$ cat config.mk
export PLATFORM = sky130hd
export DESIGN_NAME = universal_shift_register
export DESIGN_NICKNAME = d
export VERILOG_FILES = /design/src/rtl/universal_shift_register.sv
export SDC_FILE = /design/constraint.sdc
export NUM_CORES = 1
export LEC_CHECK = 0
export CORE_MARGIN = 2
export CORE_UTILIZATION = 35
export CTS_CLUSTER_DIAMETER = 30
export CTS_CLUSTER_SIZE = 8
export DETAILED_ROUTE_END_ITERATION = 6
export GPL_TIMING_DRIVEN = 0
export HOLD_SLACK_MARGIN = 0.06
export PLACE_DENSITY_LB_ADDON = 0.12
export REMOVE_ABC_BUFFERS = 1
export SLEW_MARGIN = 5
export SYNTH_ARGS = -nofsm -noshare
export SYNTH_HDL_FRONTEND = slang
export SYNTH_SLANG_ARGS = --single-unit
export TNS_END_PERCENT = 30
$ cat constraint.sdc
create_clock -name clk -period 2.6 [get_ports clk]
set_input_delay 0.65 -clock clk [delete_from_list [all_inputs] [get_ports clk]]
set_output_delay 0.65 -clock clk [all_outputs]
set_load 0.05 [all_outputs]
$ cat src/rtl/universal_shift_register.sv
`default_nettype none
// ============================================================================
// Module      : universal_shift_register
// Description : WIDTH-bit universal shift register with hold, parallel load,
//               serial shift left/right, single-bit rotates, clear, and a
//               multi-cycle burst rotate-left of up to WIDTH positions.
//               All outputs are registered.
// Revision    : 1.0 - initial release
// ============================================================================
module universal_shift_register #(
    parameter int WIDTH = 8,   // register width, 2..32
    parameter int CNT_W = 4    // burst count width, 2**CNT_W must exceed WIDTH
) (
    input  logic             clk,
    input  logic             rst,
    input  logic             en,
    input  logic [2:0]       mode,
    input  logic [WIDTH-1:0] data_in,
    input  logic [CNT_W-1:0] amt,
    input  logic             ser_in_r,
    input  logic             ser_in_l,
    output logic [WIDTH-1:0] q_out,
    output logic             busy,
    output logic             done
);

    // ------------------------------------------------------------------------
    // Command encodings
    // ------------------------------------------------------------------------
    localparam logic [2:0] c_mode_hold  = 3'b000;
    localparam logic [2:0] c_mode_load  = 3'b001;
    localparam logic [2:0] c_mode_shl   = 3'b010;
    localparam logic [2:0] c_mode_shr   = 3'b011;
    localparam logic [2:0] c_mode_rotl  = 3'b100;
    localparam logic [2:0] c_mode_rotr  = 3'b101;
    localparam logic [2:0] c_mode_burst = 3'b110;
    localparam logic [2:0] c_mode_clear = 3'b111;

    // WIDTH expressed in the burst counter's width; fits because 2**CNT_W > WIDTH.
    localparam logic [CNT_W-1:0] c_width_cnt = CNT_W'(WIDTH);
    localparam logic [CNT_W-1:0] c_cnt_one   = CNT_W'(1);

    // ------------------------------------------------------------------------
    // State
    // ------------------------------------------------------------------------
    typedef enum logic [0:0] {
        ST_IDLE  = 1'b0,
        ST_BURST = 1'b1
    } state_t;

    state_t             r_state;
    logic [WIDTH-1:0]   r_q;
    logic [CNT_W-1:0]   r_remaining;
    logic               r_busy;
    logic               r_done;

    state_t             w_state_nxt;
    logic [WIDTH-1:0]   w_q_nxt;
    logic [CNT_W-1:0]   w_remaining_nxt;
    logic               w_busy_nxt;
    logic               w_done_nxt;

    // Precomputed datapath candidates
    logic [WIDTH-1:0]   w_q_shl;
    logic [WIDTH-1:0]   w_q_shr;
    logic [WIDTH-1:0]   w_q_rotl;
    logic [WIDTH-1:0]   w_q_rotr;
    logic [CNT_W-1:0]   w_burst_len;

    assign w_q_shl  = {r_q[WIDTH-2:0], ser_in_r};
    assign w_q_shr  = {ser_in_l, r_q[WIDTH-1:1]};
    assign w_q_rotl = {r_q[WIDTH-2:0], r_q[WIDTH-1]};
    assign w_q_rotr = {r_q[0], r_q[WIDTH-1:1]};

    // Oversized burst requests saturate at a full revolution.
    assign w_burst_len = (amt > c_width_cnt) ? c_width_cnt : amt;

    // State register: reset wins over everything, including a live burst.
    always_ff @(posedge clk) begin
        if (rst) begin
            r_state     <= ST_IDLE;
            r_q         <= '0;
            r_remaining <= '0;
            r_busy      <= 1'b0;
            r_done      <= 1'b0;
        end else begin
            r_state     <= w_state_nxt;
            r_q         <= w_q_nxt;
            r_remaining <= w_remaining_nxt;
            r_busy      <= w_busy_nxt;
            r_done      <= w_done_nxt;
        end
    end

    // Next-state, datapath and registered-output decode.
    always_comb begin
        w_state_nxt     = r_state;
        w_q_nxt         = r_q;
        w_remaining_nxt = r_remaining;
        w_done_nxt      = 1'b0;

        case (r_state)
            ST_IDLE: begin
                if (en) begin
                    case (mode)
                        c_mode_hold:  w_q_nxt = r_q;
                        c_mode_load:  w_q_nxt = data_in;
                        c_mode_shl:   w_q_nxt = w_q_shl;
                        c_mode_shr:   w_q_nxt = w_q_shr;
                        c_mode_rotl:  w_q_nxt = w_q_rotl;
                        c_mode_rotr:  w_q_nxt = w_q_rotr;
                        c_mode_burst: begin
                            // A zero-length burst completes immediately
                            // without ever reporting busy.
                            if (w_burst_len == '0) begin
                                w_done_nxt = 1'b1;
                            end else begin
                                w_state_nxt     = ST_BURST;
                                w_remaining_nxt = w_burst_len;
                            end
                        end
                        c_mode_clear: w_q_nxt = '0;
                        default:      w_q_nxt = r_q;
                    endcase
                end
            end

            ST_BURST: begin
                // Commands are dropped while bursting; one rotate per cycle.
                if (r_remaining == '0) begin
                    // Not reachable in normal operation; recover to IDLE.
                    w_state_nxt = ST_IDLE;
                end else begin
                    w_q_nxt         = w_q_rotl;
                    w_remaining_nxt = r_remaining - c_cnt_one;
                    if (r_remaining == c_cnt_one) begin
                        w_state_nxt = ST_IDLE;
                        w_done_nxt  = 1'b1;
                    end
                end
            end

            default: begin
                w_state_nxt     = ST_IDLE;
                w_remaining_nxt = '0;
            end
        endcase

        // busy is registered so it tracks the state being entered.
        w_busy_nxt = (w_state_nxt == ST_BURST);
    end

    assign q_out = r_q;
    assign busy  = r_busy;
    assign done  = r_done;

endmodule
`default_nettype wire

==> results.json <==
{
  "syn_avg_cell_area_um2": 8.25,
  "final_nets": 171,
  "setup_viol_count_final": 0,
  "ys_ff_latch": 14,
  "die_area_um2": 3320,
  "wl_met1_um": 1190,
  "portBuffers": 29,
  "fin_skew_ns": 0.00275,
  "die_x_um": 57.6,
  "firstDrtPassIters": 4,
  "status": "complete, no violations",
  "syn-cell-area_um2": 1010,
  "setup.worst_path.end_class": "output port",
  "ctsHoldBuffers": 0,
  "fin_util_pct": 48.5,
  "slowest_stage": "clkdlybuf4s50_1",
  "arrival_ns": 1.79,
  "cts_max_level": 1,
  "fin_cells": 178,
  "grt_pass1_wl_um": 4480,
  "ys_warn_count": 0,
  "peakVddDrop_v": 0.000370,
  "hold_viol": 0,
  "path_cells": "clkdlybuf4s50_1",
  "synth_area_leaders": "dfxtp_1, a21o_1, a311oi_2",
  "cts_tree": "yes",
  "cts_setup_buffers": 0,
  "grt_max_degree": 24,
  "hold_ws_ns": 0.526,
  "rsz0062_at_grt": "no",
  "pin_count": 30,
  "synthToLayoutAreaGrowth_pct": 31.7,
  "synth_seq_area_share_pct": 27.9,
  "numCtsBuffers": 3,
  "fillers": 275,
  "floorplan.rows": 19,
  "via_per_inst": 5.67,
  "hold_class": "flop to flop",
  "dp.final_hpwl_um": 1820,
  "die_h_um": 57.6,
  "antenna_cells": 0,
  "clock_sinks": 14,
  "cp_top_family": "buffers and inverters",
  "slew_headroom_pct": 57.9,
  "top_layer": "met4",
  "post_drt_wl_per_cell_um": 14.6,
  "antenna_found_initial": 0,
  "gr-total-overflow": 0,
  "root_buffer": "clkbuf_4",
  "leakage_nw": 0.455,
  "crit_path_max_incr_delay_ns": 0.89,
  "wl_met3_um": 123,
  "power.internal_uw": 395,
  "critPathKind": "flop to output port",
  "dp.cells": 174,
  "syn_inst": 122,
  "finalCritPeriodShare_pct": 93.9,
  "cts_resized": 1,
  "powerDensity_nw_per_um2": 446,
  "first_global_vias": 992,
  "cts_buffer_depth": 2,
  "clk_pin_slew_ns": 0.09,
  "critPathMaxFanout": 23,
  "core_area_um2": 2730,
  "timing_worst_slew_pin_value_ns": 0.630,
  "drv_cap": 0,
  "synth.distinct_cells": 41,
  "slew_violations": 0,
  "yosys.area.top_type": "dfxtp_1",
  "setup_tns_ns": 0,
  "drt_iter0_drc": 36,
  "gp_congestion": 0.731,
  "sw_frac_of_total_pct": 33.2,
  "crit_required_ns": 1.95,
  "grtUsageTotal_pct": 16.9,
  "max_clock_freq_ghz": 0.410,
  "fin_crit_ns": 2.44,
  "drc": 0,
  "drive_gt1_share_pct": 12.2,
  "start_util_pct": 36.8,
  "ant_nets": 0,
  "dr_wl_met2_um": 1260,
  "comb_power_share_pct": 31.0,
  "insertion_delay_ns": 0.29,
  "clkPwrFrac_pct": 27.8,
  "cp.buffers_inverters": 1,
  "synth_top_area_share_pct": 27.9,
  "vias": 1009,
  "cp-start-kind": "flop",
  "wirelength_um": 2600,
  "netSwitchingPower_uw": 196,
  "seqPwrFrac_pct": 41.2
}
## cell type report
| type | instances | area (µm²) | share of cell area (%) |
|---|---|---|---|
| clock buffers | 4 | 36.3 | 2.74 |
| flip-flops and latches | 14 | 282 | 21.2 |
| multi-input cells | 96 | 663 | 50.0 |
| repair buffers | 29 | 290 | 21.9 |
| well taps | 31 | 38.8 | 2.93 |
| inverters | 4 | 15.0 | 1.13 |
## power groups by stage
stage / clock network, mW / logic, mW / registers (mW)
finish: 0.164 / 0.183 / 0.243
global route: 0.174 / 0.198 / 0.246
CTS: 0.168 / 0.185 / 0.243
detailed placement: 0 / 0.184 / 0.248
global placement: 0 / 0.183 / 0.248
floorplan: 0 / 0.0702 / 0.284
## final timing paths
kind                               startpoint                           to  slack [ns]  depth (start not counted)
setup / recovery              busy$_SDFF_PP0_                         busy        0.16                          1
hold / removal    r_remaining[3]$_SDFFE_PP0P_  r_remaining[3]$_SDFFE_PP0P_        0.53                          2
setup reg to reg  r_remaining[0]$_SDFFE_PP0P_        q_out[6]$_SDFFE_PP0P_        0.49                          6
hold reg to reg   r_remaining[3]$_SDFFE_PP0P_  r_remaining[3]$_SDFFE_PP0P_        0.53                          2
## cell usage in the layout (no fill, tap or decap), types with 2 or more instances in the layout
cell / count
nand3_1: 8
nor3_1: 8
clkbuf_4: 3
nand2_1: 12
a311oi_2: 4
a21o_1: 8
nor2_1: 5
clkdlybuf4s50_1: 29
ha_1: 3
and3b_1: 2
o21ai_0: 10
and3b_2: 2
a21oi_1: 5
a311oi_1: 3
dfxtp_1: 13
nor2b_1: 3
inv_1: 4
## worst min-delay path: stages, from the launching register on
cell     delay (ns)
dfxtp_1        0.34
o21ai_0        0.08
a21oi_1        0.06
## cell families after synthesis
family,Yosys count,share of synthesized area [%]
AO/OA/AOI/OAI,40,30.8
XOR/XNOR,1,1.62
adder cells (fa/ha/maj),3,3.73
buffers and inverters,12,6.22
flip-flops,14,27.9
multiplexers,2,2.11
AND/OR/NAND/NOR,50,27.6
## sequential cells by signal, indices dropped and copies added (netlist names)
signal and cells:
r_remaining 4, q_out 8, busy 1, done 1
## routing by layer
metal / track usage, % / vias up
met3: 4.24 / 5
met5: 0 / -
li1: - / 508
met2: 29.1 / 26
met4: 2.99 / 0
met1: 21.7 / 470
## through the flow
stage                     worst slack [ns]  instance area, µm²  power, mW
after floorplan                      0.530                 958      0.354
after global placement              -0.108                1290      0.431
after detailed placement            -0.108                1290      0.432
after CTS                            0.144                1330      0.596
after global routing                0.0387                1330      0.618
final                                0.160                1330      0.591
## synthesized netlist by cell type, drive strengths merged
cell,n
a211oi,1
a21o,8
a21oi,5
a311oi,7
a31o,1
a31oi,1
a32oi,2
and2,1
and3b,4
buf,4
clkbuf,4
dfxtp,14
ha,3
inv,4
mux2,1
mux2i,1
nand2,12
nand2b,1
nand3,8
nand3b,1
nor2,5
nor2b,3
nor3,8
nor3b,1
nor4,1
nor4b,1
o211ai,1
o21a,1
o21ai,10
o22a,1
o2bb2ai,1
o31a,1
or2,2
or3b,1
or4,1
xor2,1
Note: power is estimated with default switching activity, not from simulation.
